`config.mk`:
```
export PLATFORM = sky130hd
export DESIGN_NAME = dual_slope_sequencer
export DESIGN_NICKNAME = d
export VERILOG_FILES = /design/src/rtl/dual_slope_sequencer.sv
export SDC_FILE = /design/constraint.sdc
export NUM_CORES = 1
export LEC_CHECK = 0
export ABC_AREA = 1
export CAP_MARGIN = 40
export CORE_MARGIN = 2
export CORE_UTILIZATION = 52
export CTS_CLUSTER_DIAMETER = 200
export DETAILED_ROUTE_END_ITERATION = 7
export GPL_TIMING_DRIVEN = 0
export PLACE_DENSITY = 0.78
export REMOVE_ABC_BUFFERS = 1
export SYNTH_ARGS = -nofsm -noshare
export SYNTH_HDL_FRONTEND = slang
export SYNTH_SLANG_ARGS = --single-unit
export TNS_END_PERCENT = 50
```
`constraint.sdc`:
```
create_clock -name clk -period 2.1 [get_ports clk]
set_clock_uncertainty 0.15 [all_clocks]
set_input_delay 0.42 -clock clk [delete_from_list [all_inputs] [get_ports clk]]
set_output_delay 0.42 -clock clk [all_outputs]
set_load 0.02 [all_outputs]
```
`src/rtl/dual_slope_sequencer.sv`:
```
// dual_slope_sequencer
//   Sequences one dual-slope ADC conversion: auto-zero, fixed-time signal
//   integration, then reference de-integration. It counts de-integrate clocks
//   until the zero-cross comparator fires.
//
// Ports
//   clk        in   system clock, rising edge
//   reset      in   synchronous active-high reset
//   start      in   conversion request, sampled only in IDLE
//   abort      in   cancel conversion, sampled in AZ/INT/DEINT
//   vint_z     in   integrator zero-cross comparator (clk-synchronous)
//   ch_vm      out  Vin -> integrator switch
//   ch_ref     out  Vref -> integrator switch
//   ch_zr      out  integrator short switch
//   busy       out  high in AZ/INT/DEINT
//   valid      out  one-cycle pulse, result/overrange valid
//   result     out  de-integrate count of the last completed conversion
//   overrange  out  last conversion timed out in DEINT
module dual_slope_sequencer #(
  parameter int unsigned N_AZ  = 16,
  parameter int unsigned N_INT = 1000,
  parameter int unsigned N_MAX = 2000,
  parameter int unsigned CNT_W = 12
) (
  input  logic             clk,
  input  logic             reset,
  input  logic             start,
  input  logic             abort,
  input  logic             vint_z,
  output logic             ch_vm,
  output logic             ch_ref,
  output logic             ch_zr,
  output logic             busy,
  output logic             valid,
  output logic [CNT_W-1:0] result,
  output logic             overrange
);

  typedef enum logic [2:0] {
    StIdle,
    StAz,
    StInt,
    StDeint,
    StDone
  } state_t;

  state_t             r_state;
  state_t             w_state_nxt;
  logic [CNT_W-1:0]   r_cnt;
  logic               r_ch_vm;
  logic               r_ch_ref;
  logic               r_ch_zr;
  logic               r_busy;
  logic               r_valid;
  logic [CNT_W-1:0]   r_result;
  logic               r_overrange;
  logic               w_deint_end;

  // A DEINT cycle terminates the conversion on zero-cross or on the last
  // allowed count; abort overrides both.
  assign w_deint_end = (r_state == StDeint) && !abort &&
                       (vint_z || (r_cnt == CNT_W'(N_MAX - 1)));

  always_comb begin
    w_state_nxt = r_state;
    unique case (r_state)
      StIdle: begin
        if (start) w_state_nxt = StAz;
      end
      StAz: begin
        if (abort)                            w_state_nxt = StIdle;
        else if (r_cnt == CNT_W'(N_AZ - 1))   w_state_nxt = StInt;
      end
      StInt: begin
        if (abort)                            w_state_nxt = StIdle;
        else if (r_cnt == CNT_W'(N_INT - 1))  w_state_nxt = StDeint;
      end
      StDeint: begin
        if (abort)            w_state_nxt = StIdle;
        else if (w_deint_end) w_state_nxt = StDone;
      end
      StDone: begin
        w_state_nxt = StIdle;
      end
      default: w_state_nxt = StIdle;
    endcase
  end

  // Outputs are registered from the next state so they line up with r_state.
  always_ff @(posedge clk) begin
    if (reset) begin
      r_state     <= StIdle;
      r_cnt       <= '0;
      r_ch_zr     <= 1'b1;
      r_ch_vm     <= 1'b0;
      r_ch_ref    <= 1'b0;
      r_busy      <= 1'b0;
      r_valid     <= 1'b0;
      r_result    <= '0;
      r_overrange <= 1'b0;
    end else begin
      r_state  <= w_state_nxt;
      // Counter restarts on every state change and idles at zero.
      if ((w_state_nxt != r_state) || (w_state_nxt == StIdle)) r_cnt <= '0;
      else                                                      r_cnt <= r_cnt + 1'b1;
      r_ch_zr  <= (w_state_nxt == StIdle) || (w_state_nxt == StAz) ||
                  (w_state_nxt == StDone);
      r_ch_vm  <= (w_state_nxt == StInt);
      r_ch_ref <= (w_state_nxt == StDeint);
      r_busy   <= (w_state_nxt == StAz) || (w_state_nxt == StInt) ||
                  (w_state_nxt == StDeint);
      r_valid  <= (w_state_nxt == StDone);
      if (w_deint_end) begin
        r_result    <= vint_z ? r_cnt : CNT_W'(N_MAX);
        r_overrange <= !vint_z;
      end
    end
  end

  assign ch_vm     = r_ch_vm;
  assign ch_ref    = r_ch_ref;
  assign ch_zr     = r_ch_zr;
  assign busy      = r_busy;
  assign valid     = r_valid;
  assign result    = r_result;
  assign overrange = r_overrange;

endmodule

```
==> flow_summary.yaml, run 1 <==
status:
  outcome: "complete, no violations"
finish:
  regArea_um2: 661
  final_nets: 218
  layout_cells_sized_above_1_pct: 16.9
  multi_input_area_um2: 679
  layout.core_utilization_pct: 66.1
  areaGrowthSynthToFinish_pct: 23.2
  fill_cells: 247
  n_antenna_cell: 0
sta:
  fin_setup_tns_ps: 0
  worst_slack_ps: 184
  timing_max_transition_violations_final: 0
  maxSlewHeadroom_pct: 69.8
  period_needed_ps: 1920
  setup_violations_final: 0
  final_hold_violations: 0
  tightest_hold_margin_ps: 323
  clock.fmax_mhz: 522
  worst-slew-pin-transition_ps: 449
  finalCritPeriodShare_pct: 91.2
synth:
  ys_seq_elements: 33
  syn-mean-instance-area_um2: 7.83
  syn_inst_count: 184
  synth_flop_type: "sky130_fd_sc_hd__dfxtp_1"
  count_of_cell_types_in_the_netlist: 25
  synth_area_mm2: 0.00144
  count_of_flip_flops_with_a_built_in_enable_after_synthesis: 0
  postSynth.asyncResetShare_pct: 0
  synth.yosys.seq_area_share_pct: 45.8
  synthesis.yosys.warnings: 0
critical_path:
  reg2reg_setup_slack_ps: 200
  r2r-start: "r_cnt[0]$_SDFF_PP0_"
  crit_fanout: 2
  reg2reg_to: "r_cnt[1]$_SDFF_PP0_"
  critPathMaxStageDelay_ps: 630
  kind_of_capture_point_of_the_worst_setup_path: "output pin"
  slowest_stage: "sky130_fd_sc_hd__clkdlybuf4s50_1"
  timing.reg2reg.worst_path_depth: 12
  worst_path_dominant_cell_family: "buffers and inverters"
  timing.setup.critical_path_class: "flip-flop to output pin"
  crit_arrival_ps: 1350
  critPathRequiredTime_ps: 1530
  timing.critical_path.cells: "clkdlybuf4s50_1"
  critical_path.n_buffers_inverters: 1
  startpoint_type: "flip-flop"
clock_network:
  htreeDepth: 2
  cts_made_buffers: 5
  worst_setup_hold_path_clk_slew_ps: 100
  post_cts_hold_buffer_count: 0
  cts_max_path_buffers: 2
  cts.sinks: 33
  root_buffer: "sky130_fd_sc_hd__clkbuf_4"
  tritoncts: "yes"
  clk_latency_ps: 350
min_path:
  min_delay_worst_endpoint: "result[4]$_SDFFE_PP0P_"
  hold_path_startpoint: "result[4]$_SDFFE_PP0P_"
  worst_hold_path.num_cells: 2
  min_path_type: "flip-flop to flip-flop"
global_route:
  via_count_of_the_first_global_routing_pass: 1172
  wire_length_of_the_first_global_routing_pass_mm: 5.10
  maximum_number_of_pins_on_one_net_before_global_route_repair: 17
  grt-ovfl-total: 0
  grtUsageTotal_pct: 20.6
  antenna_violations_before_repair: 0
die:
  die-width_um: 56.7
  ios: 23
  fp.coreArea_mm2: 0.00269
  std_cell_rows: 19
  die-area_mm2: 0.00321
  floorplan.initialDensity_pct: 53.7
  die_h_um: 56.7
routing:
  totalWireLength_mm: 3.02
  routed_via_density: 5.18
  drt_iter0_markers: 29
  vias: 1264
  wl_per_cell_um: 12.4
  drt-pass1-iter-count: 5
  drc_errors: 0
  drt.antenna.violating_nets: 0
placed_design:
  io_buffers: 22
  pre_cts_ws_ps: -393
  finalWeightedCongestion: 0.814
  dp.final_hpwl_mm: 2.08
job:
  drv_cap: 0
pwr:
  powerDensity_mw_per_mm2: 586
  irDropWorstVdd_uv: 583
  power.leakage_nw: 0.680
[area by class of cell]
type	count	area share, %
Clock buffer	6	2.33
Tap cell	31	2.18
Sequential cell	33	37.2
Timing Repair Buffer	24	14.0
Inverter	26	5.50
Multi-Input combinational cell	122	38.3
Clock inverter	2	0.564
[cells in the final DEF, fill, tap and decap left out, drive strengths merged, types with 2 or more instances in the layout]
master / Yosys / layout
clkdlybuf4s50: 0 / 22
nor2: 31 / 31
clkinv: 1 / 3
o21ai: 12 / 12
xor2: 8 / 8
nor3: 4 / 4
nand2: 32 / 32
clkbuf: 0 / 6
dfxtp: 33 / 33
inv: 25 / 25
buf: 3 / 2
nand3: 25 / 25
nand4: 4 / 4
[layer usage]
metal  vias up  part of all wire [%]  global-route usage (%)
li1        643                     -                       -
met1       582                    45                    27.5
met2        30                    47                    31.7
met3         9                   5.0                    4.15
met4         0                   2.3                    10.2
met5         -                     0                       0
[cell usage after synthesis, types with 3 or more instances]
cell type                 count  area, um^2
sky130_fd_sc_hd__dfxtp_1     33         661
sky130_fd_sc_hd__inv_1       20        75.1
sky130_fd_sc_hd__inv_2        5        18.8
sky130_fd_sc_hd__nand2_1     29         109
sky130_fd_sc_hd__nand2_2      3        18.8
sky130_fd_sc_hd__nand3_1     22         110
sky130_fd_sc_hd__nand3_2      3        30.0
sky130_fd_sc_hd__nand4_1      3        18.8
sky130_fd_sc_hd__nor2_1      17        63.8
sky130_fd_sc_hd__nor2_2      11        68.8
sky130_fd_sc_hd__nor2_4       3        33.8
sky130_fd_sc_hd__nor3_1       4        20.0
sky130_fd_sc_hd__o21ai_0     12        60.1
sky130_fd_sc_hd__xor2_1       8        70.1
[metrics by stage]
| step | total power, W | area [um^2] | std cells |
|---|---|---|---|
| global route | 0.00108 | 1780 | 244 |
| finish | 0.00104 | 1780 | 244 |
| global placement | 0.000697 | 1680 | 234 |
| detailed placement | 0.000698 | 1680 | 234 |
| floorplan | 0.000679 | 1420 | 181 |
| CTS | 0.00105 | 1760 | 243 |
[repair_timing]
| item | 4_1_cts | 5_1_grt |
|---|---|---|
| setup buffers | 1 | 1 |
| endpoints found under the setup margin | 12 | 13 |
| gates cloned | 0 | 0 |
| endpoints found under the hold margin | 0 | 0 |
| pin swaps | 1 | 1 |
| resized for setup | 1 | 2 |
[state kept, by name, indices dropped and copies added (netlist names)]
name / cells
busy: 1
ch_ref: 1
ch_vm: 1
ch_zr: 1
overrange: 1
r_cnt: 12
r_state: 3
result: 12
valid: 1
[worst max path at each step]
stage	startpoint	end	slack, ps	cells past startpoint
global route	r_cnt[0]$_SDFF_PP0_	r_cnt[7]$_SDFF_PP0_	-0.6	12
finish	result[0]$_SDFFE_PP0P_	result[0]	180	1
CTS	r_cnt[0]$_SDFF_PP0_	r_cnt[1]$_SDFF_PP0_	50	11
floorplan	r_cnt[0]$_SDFF_PP0_	r_cnt[0]$_SDFF_PP0_	130	10
global placement	vint_z	r_cnt[0]$_SDFF_PP0_	-340	8
detailed placement	vint_z	r_cnt[1]$_SDFF_PP0_	-390	8
[worst reg2reg max path, cell delays in order, from the launching register on]
cell and delay (ps):
sky130_fd_sc_hd__dfxtp_1 390, sky130_fd_sc_hd__ha_2 230, sky130_fd_sc_hd__nand3_2 140, sky130_fd_sc_hd__clkinv_1 90, sky130_fd_sc_hd__nand3_2 90, sky130_fd_sc_hd__nand3_2 100
sky130_fd_sc_hd__nand2_2 50, sky130_fd_sc_hd__inv_2 90, sky130_fd_sc_hd__nand2_1 50, sky130_fd_sc_hd__nand2_1 90, sky130_fd_sc_hd__nand4_4 110, sky130_fd_sc_hd__buf_12 170
sky130_fd_sc_hd__nor2_1 80
[logic make-up after synthesis]
family,share of synthesized area [%]
adders and majority gates,0.868
DFF,45.8
xor gates and xnor gates,5.47
and+or+nand+nor,34.1
AOI/OAI and AO/OA,5.56
buffers and inverters,8.16
[report_power, final]
group          switching (W)  internal [W]
Clock               0.000219      0.000127
Sequential        0.00000305      0.000629
Combinational      0.0000378     0.0000236
Power figures use the tool's default switching activity.
==> run 2, diff against run 1 <==
--- a/config.mk
+++ b/config.mk
@@ -5,14 +5,13 @@
 export SDC_FILE = /design/constraint.sdc
 export NUM_CORES = 1
 export LEC_CHECK = 0
-export ABC_AREA = 1
 export CAP_MARGIN = 40
 export CORE_MARGIN = 2
-export CORE_UTILIZATION = 52
+export CORE_UTILIZATION = 50
 export CTS_CLUSTER_DIAMETER = 200
 export DETAILED_ROUTE_END_ITERATION = 7
 export GPL_TIMING_DRIVEN = 0
-export PLACE_DENSITY = 0.78
+export PLACE_DENSITY = 0.76
 export REMOVE_ABC_BUFFERS = 1
 export SYNTH_ARGS = -nofsm -noshare
 export SYNTH_HDL_FRONTEND = slang
==> flow_summary.yaml, run 2 <==
pwr:
  totalPowerFinal_w: 0.00109
  irDropWorstVdd_uv: 593
  powerDensity_mw_per_mm2: 648
  power.leakage_nw: 0.600
synth:
  postSynth.asyncResetShare_pct: 0
  synth_area_mm2: 0.00131
  synth_compound_area_share_pct: 14.5
  syn_inst_count: 134
  commonest_cells_in_the_netlist: "33 x sky130_fd_sc_hd__dfxtp_1, 22 x sky130_fd_sc_hd__nor2_1, 13 x sky130_fd_sc_hd__a22o_1, 8 x sky130_fd_sc_hd__nand2_1, 8 x sky130_fd_sc_hd__nor3_1"
  synth_xor_area_share_pct: 6.69
  synth_fa_ha_area_share_pct: 0.956
  largest_family_of_logic_cells_by_synthesized_area: "simple AND/OR/NAND/NOR gates"
  count_of_cell_types_in_the_netlist: 34
  ys_seq_elements: 33
  synth-simple-area-share_pct: 24.7
  count_of_flip_flops_with_a_built_in_enable_after_synthesis: 0
  synth.yosys.seq_area_share_pct: 50.5
  synthDominantAreaCellType: "sky130_fd_sc_hd__dfxtp_1"
  syn-mean-instance-area_um2: 9.77
  dominant_cell_by_count_in_the_synthesized_netlist: "sky130_fd_sc_hd__dfxtp_1"
  post-synth-top-area-fraction_pct: 50.5
  synthesis.yosys.warnings: 0
  ys_top_cells_by_area: "sky130_fd_sc_hd__dfxtp_1 50%, sky130_fd_sc_hd__a22o_1 8.7%, sky130_fd_sc_hd__nor2_1 6.3%"
  synth_mux_area_share_pct: 0
  synth_flop_type: "sky130_fd_sc_hd__dfxtp_1"
critical_path:
  crit_arrival_ps: 2110
  timing.reg2reg.worst_path_depth: 5
  crit_fanout: 6
  worstSetupPathDepth: 5
  timing.setup.critical_path_class: "flip-flop to flip-flop"
  startpoint_type: "flip-flop"
  critPathRequiredTime_ps: 2180
  timing.critical_path.cells: "or4b_2 > nor4_1 > a22oi_2 > or4b_4 > nor2_1"
  kind_of_capture_point_of_the_worst_setup_path: "flip-flop"
  critPathMaxStageDelay_ps: 680
  slowest_stage: "sky130_fd_sc_hd__or4b_2"
  critical_path.n_buffers_inverters: 0
  worst_path_dominant_cell_family: "simple AND/OR/NAND/NOR gates"
sta:
  final_hold_violations: 0
  period_needed_ps: 2030
  finalCritPeriodShare_pct: 96.8
  maxSlewHeadroom_pct: 64.6
  worst-slew-pin-transition_ps: 528
  fin_setup_tns_ps: 0
  clock.fmax_mhz: 492
  setup_violations_final: 0
  timing_max_transition_violations_final: 0
  tightest_hold_margin_ps: 303
die:
  ios: 23
  die-area_mm2: 0.00304
  fp.coreArea_mm2: 0.00248
  floorplan.initialDensity_pct: 52.8
  std_cell_rows: 18
  die_h_um: 55.2
  die-width_um: 55.2
global_route:
  grt-ovfl-total: 0
  grtUsageTotal_pct: 20.9
  antenna_violations_before_repair: 0
  maximum_number_of_pins_on_one_net_before_global_route_repair: 14
  via_count_of_the_first_global_routing_pass: 980
  wire_length_of_the_first_global_routing_pass_mm: 4.34
routing:
  routed_via_density: 5.54
  wl_per_cell_um: 14.4
  drc_errors: 0
  drt_iter0_markers: 73
  drt-pass1-iter-count: 4
  totalWireLength_mm: 2.79
  drt.antenna.violating_nets: 0
  vias: 1075
placed_design:
  detailed_place.area_mm2: 0.00154
  io_buffers: 22
  post-place-cells: 182
  finalWeightedCongestion: 0.910
  dp.final_hpwl_mm: 1.78
clock_network:
  cts_max_path_buffers: 2
  post_cts_hold_buffer_count: 0
  root_buffer: "sky130_fd_sc_hd__clkbuf_4"
  clk_latency_ps: 340
  htreeDepth: 2
  cts_made_buffers: 5
  worst_setup_hold_path_clk_slew_ps: 100
  cts.sinks: 33
  tritoncts: "yes"
finish:
  final_nets: 169
  n_antenna_cell: 0
  layout_cells_sized_above_1_pct: 15.9
  areaGrowthSynthToFinish_pct: 29.1
  final_common_cell: "sky130_fd_sc_hd__dfxtp_1"
  multi_input_area_um2: 666
  design_area_mm2: 0.00169
  fill_cells: 204
  most-common-layout-cells: "32 x sky130_fd_sc_hd__dfxtp_1, 22 x sky130_fd_sc_hd__clkdlybuf4s50_1, 21 x sky130_fd_sc_hd__nor2_1"
  final-instance-count-excl-fill: 194
  regArea_um2: 662
job:
  drv_cap: 0
min_path:
  min_path_type: "flip-flop to flip-flop"
  worst_hold_path.num_cells: 1
status:
  outcome: "complete, no violations"
## run 2: cell count changes after synthesis, sizes merged, moves of 5 or more
cell,before,now
nand3,25,3
inv,25,3
o21ai,12,2
nand2,32,8
a22o,0,13
nor3,4,9
nor2,31,22
nand2b,0,6
## run 2: layout make-up
class / count / share of cell area, %
tap: 30 / 2.22
sequential: 33 / 39.2
inverter: 3 / 0.667
timing repair buffer: 25 / 14.4
clock inverter: 1 / 0.296
clock buffer: 7 / 3.85
multi-input combinational: 95 / 39.4
## run 2: kinds of logic after synthesis
logic type	Yosys count
compound gates	21
buf+inv	7
fa+ha+maj	1
xor+xnor	10
flops	33
simple gates	62
## run 2: path summary, 6_finish.rpt
path / slack, ps / to / from
max: 70 / r_cnt[3]$_SDFF_PP0_ / r_cnt[4]$_SDFF_PP0_
min: 300 / r_cnt[0]$_SDFF_PP0_ / r_cnt[0]$_SDFF_PP0_
max reg2reg: 70 / r_cnt[3]$_SDFF_PP0_ / r_cnt[4]$_SDFF_PP0_
min reg2reg: 300 / r_cnt[0]$_SDFF_PP0_ / r_cnt[0]$_SDFF_PP0_
## run 2: power by group
| part | internal, W | leakage, nW | total, W | switching [W] |
|---|---|---|---|---|
| clock | 0.000194 | 0.0413 | 0.000406 | 0.000212 |
| sequential | 0.000629 | 0.267 | 0.000632 | 0.00000290 |
| combinational | 0.0000251 | 0.292 | 0.0000565 | 0.0000314 |
| total | 0.000848 | 0.600 | 0.00109 | 0.000247 |
## run 2: what timing repair did
item / CTS / global route
gates cloned: 1 / 0
buffers inserted: 1 / 2
endpoints found under the setup margin: 28 / 29
gates resized for setup: 6 / 5
pin swaps: 3 / 3
## run 2: worst reg2reg max path: cells and delay by family, from the launching register on
kind             cells  cell delay (ps)
AO/OA/AOI/OAI        1              130
AND/OR/NAND/NOR      4             1270
flip-flops           1              380
## run 2: per-stage QoR
step                      worst slack (ps)  utilization, %
after floorplan                        145               -
after global placement                -495            62.3
after detailed placement              -542            62.3
after CTS                             8.37            66.5
after global routing                 -7.01            68.2
final                                 66.9            68.2
## run 2: routing by layer
layer  vias up  share of wire, %  track usage, %
met3         8               5.1            5.65
met5         -                 0               0
met1       497                46            26.6
met4         0               1.7            9.76
li1        532                 -               -
met2        38                47            32.9
==> RTL edit: new RTL, flow settings as in run 2 <==
Reset style: asynchronous (`reset`), changed in one clocked block. Comments in the files are not updated.
--- a/src/rtl/dual_slope_sequencer.sv
+++ b/src/rtl/dual_slope_sequencer.sv
@@ -87,7 +87,7 @@
   end
 
   // Outputs are registered from the next state so they line up with r_state.
-  always_ff @(posedge clk) begin
+  always_ff @(posedge clk or posedge reset) begin
     if (reset) begin
       r_state     <= StIdle;
       r_cnt       <= '0;
Formal check against the unedited RTL: differs if reset is asserted again (counterexample within 4 cycles, from zero or initial values and one cycle with reset high); with reset held inactive, the same outputs for 10 cycles.
==> RTL edit against run 2 <==
- sequential cell count is the same
- final area grew 10%
- register-to-register slack gained 0.07 ns
- synthesized cell count shrank 4.5%
- highest routed layer unchanged
- synthesized area grew 17%
- wire length grew 4.3%
- setup slack gained 0.0012 ns
- sequential share of layout area grew 5.3 points
Power is not compared: it rests on default switching activity, and its combinational part moved more than twofold at a synthesized area within 25%.
==> RTL edit: results (changes against run 2) <==
- Cell type of the slowest stage on the worst timing path: clkdlybuf4s50_1
- Maximum number of pins on one net before global-route repair: 21 (+7)
- Met2 usage: 29.5% (-3.4 points)
- Inverter count: 5 (+2)
- First-pass GRT wire length: 4690 µm (+7.9%)
- Fraction of final layout cells with drive strength greater than 1: 16.9% (+1.0 points)
- Reg-to-reg critical path endpoint: r_cnt[3]
- M1 wire length: 1330 µm (+3.0%)
- Global Route met1 Usage: 22.3% (-4.3 points)
- Worst hold slack: 0.342 ns (+0.0395 ns)
- Count of fill cells added during filler insertion: 243 (+19%)
- Sequential share of the synthesized area: 54.1% (+3.7 points)
- Count of multi-input combinational gates: 84 (-12%)
- Mean area per synthesized cell: 11.9 µm² (+22%)
- Synth top area cells: dfrtp_1 52%, o22a_1 4.6%, a22o_1 3.4%
- Count of cell types in the netlist: 39 (+15%)
- Clock buffers and inverters, area share: 3.77% (-0.38 points)
- Worst slew pin tran: 0.781 ns (+0.253 ns)
- Register-to-Register Setup Slack: 0.14 ns (+0.07 ns)
- Combined area of the multi-input logic cells: 644 µm² (-3.2%)
- Post-placement cell count: 178 (-2.2%)
- Nets@finish: 159 (-5.9%)
- Total met3 wirelength after detailed routing: 104 µm (-27%)
- Outcome: finished clean
- Synth cell count leaders: 32 x dfrtp_1, 8 x o22a_1, 6 x a22o_1
- Share of the final layout cell area in sequential cells: 44.5% (+5.3 points)
- Routability-driven placement congestion ratio: 0.843 (-7.3%)
- Buffers outside the clock class: 24 (-4.0%)
- Worst Setup SP: ch_zr
- Non-clock buffer share: 13.7% (-0.64 points)
- Via count of the first global-routing pass: 1,028 (+4.9%)
- Endpoint with the worst hold slack: r_cnt[0]
- Routed wl met2: 1410 µm (+7.3%)
- Worst path arrival time: 1.46 ns (-0.65 ns)
## RTL edit: changes by cell type after synthesis, sizes merged, moves of 3 or more
cell / before / now
nor3: 9 / 5
dfxtp: 33 / 0
o22a: 0 / 8
and3: 1 / 6
nand2: 8 / 5
nor2: 22 / 4
o21a: 0 / 3
dfrtp: 0 / 32
a21oi: 2 / 9
a22o: 13 / 6
## RTL edit: worst max-delay path by stage
stage                       endpoint  slack (ns)  cells past startpoint
after floorplan             r_cnt[3]        0.24                      5
after global placement    r_state[0]       -0.32                      5
after detailed placement  r_state[0]       -0.38                      5
after CTS                   r_cnt[4]        0.03                      5
after global routing        r_cnt[3]        0.02                      5
final                          ch_zr        0.07                      1
## RTL edit: repair_timing
item / 4_1_cts / 5_1_grt
cloned: 0 / 0
gates resized for setup: 2 / 0
pin swaps: 0 / 1
endpoints found under the setup margin: 13 / 12
setup buffers: 0 / 1
## RTL edit: cells by family (layout without fill, tap and decap cells)
kind of cell    after synthesis  count (layout)  share of synthesized area, %
compound gates               35              35                          19.3
xor+xnor                     10              10                          5.73
fa+ha+maj                     1               1                         0.819
buf+inv                      11              37                          4.59
flops                        33              33                          54.1
mux                           1               1                         0.655
simple gates                 37              37                          14.7
## RTL edit: power groups by stage
stage / clock [mW] / combinational (mW) / sequential (mW)
6_report: 0.410 / 0.123 / 0.667
5_1_grt: 0.446 / 0.133 / 0.670
4_1_cts: 0.415 / 0.114 / 0.667
3_5_place_dp: 0 / 0.112 / 0.679
3_3_place_gp: 0 / 0.105 / 0.678
2_1_floorplan: 0 / 0.0501 / 0.691
## RTL edit: stage by stage
step / setup WS (ns) / total power [mW]
floorplan: 0.237 / 0.741
global placement: -0.325 / 0.783
detailed placement: -0.382 / 0.791
CTS: 0.0319 / 1.20
global route: 0.0191 / 1.25
finish: 0.0682 / 1.20
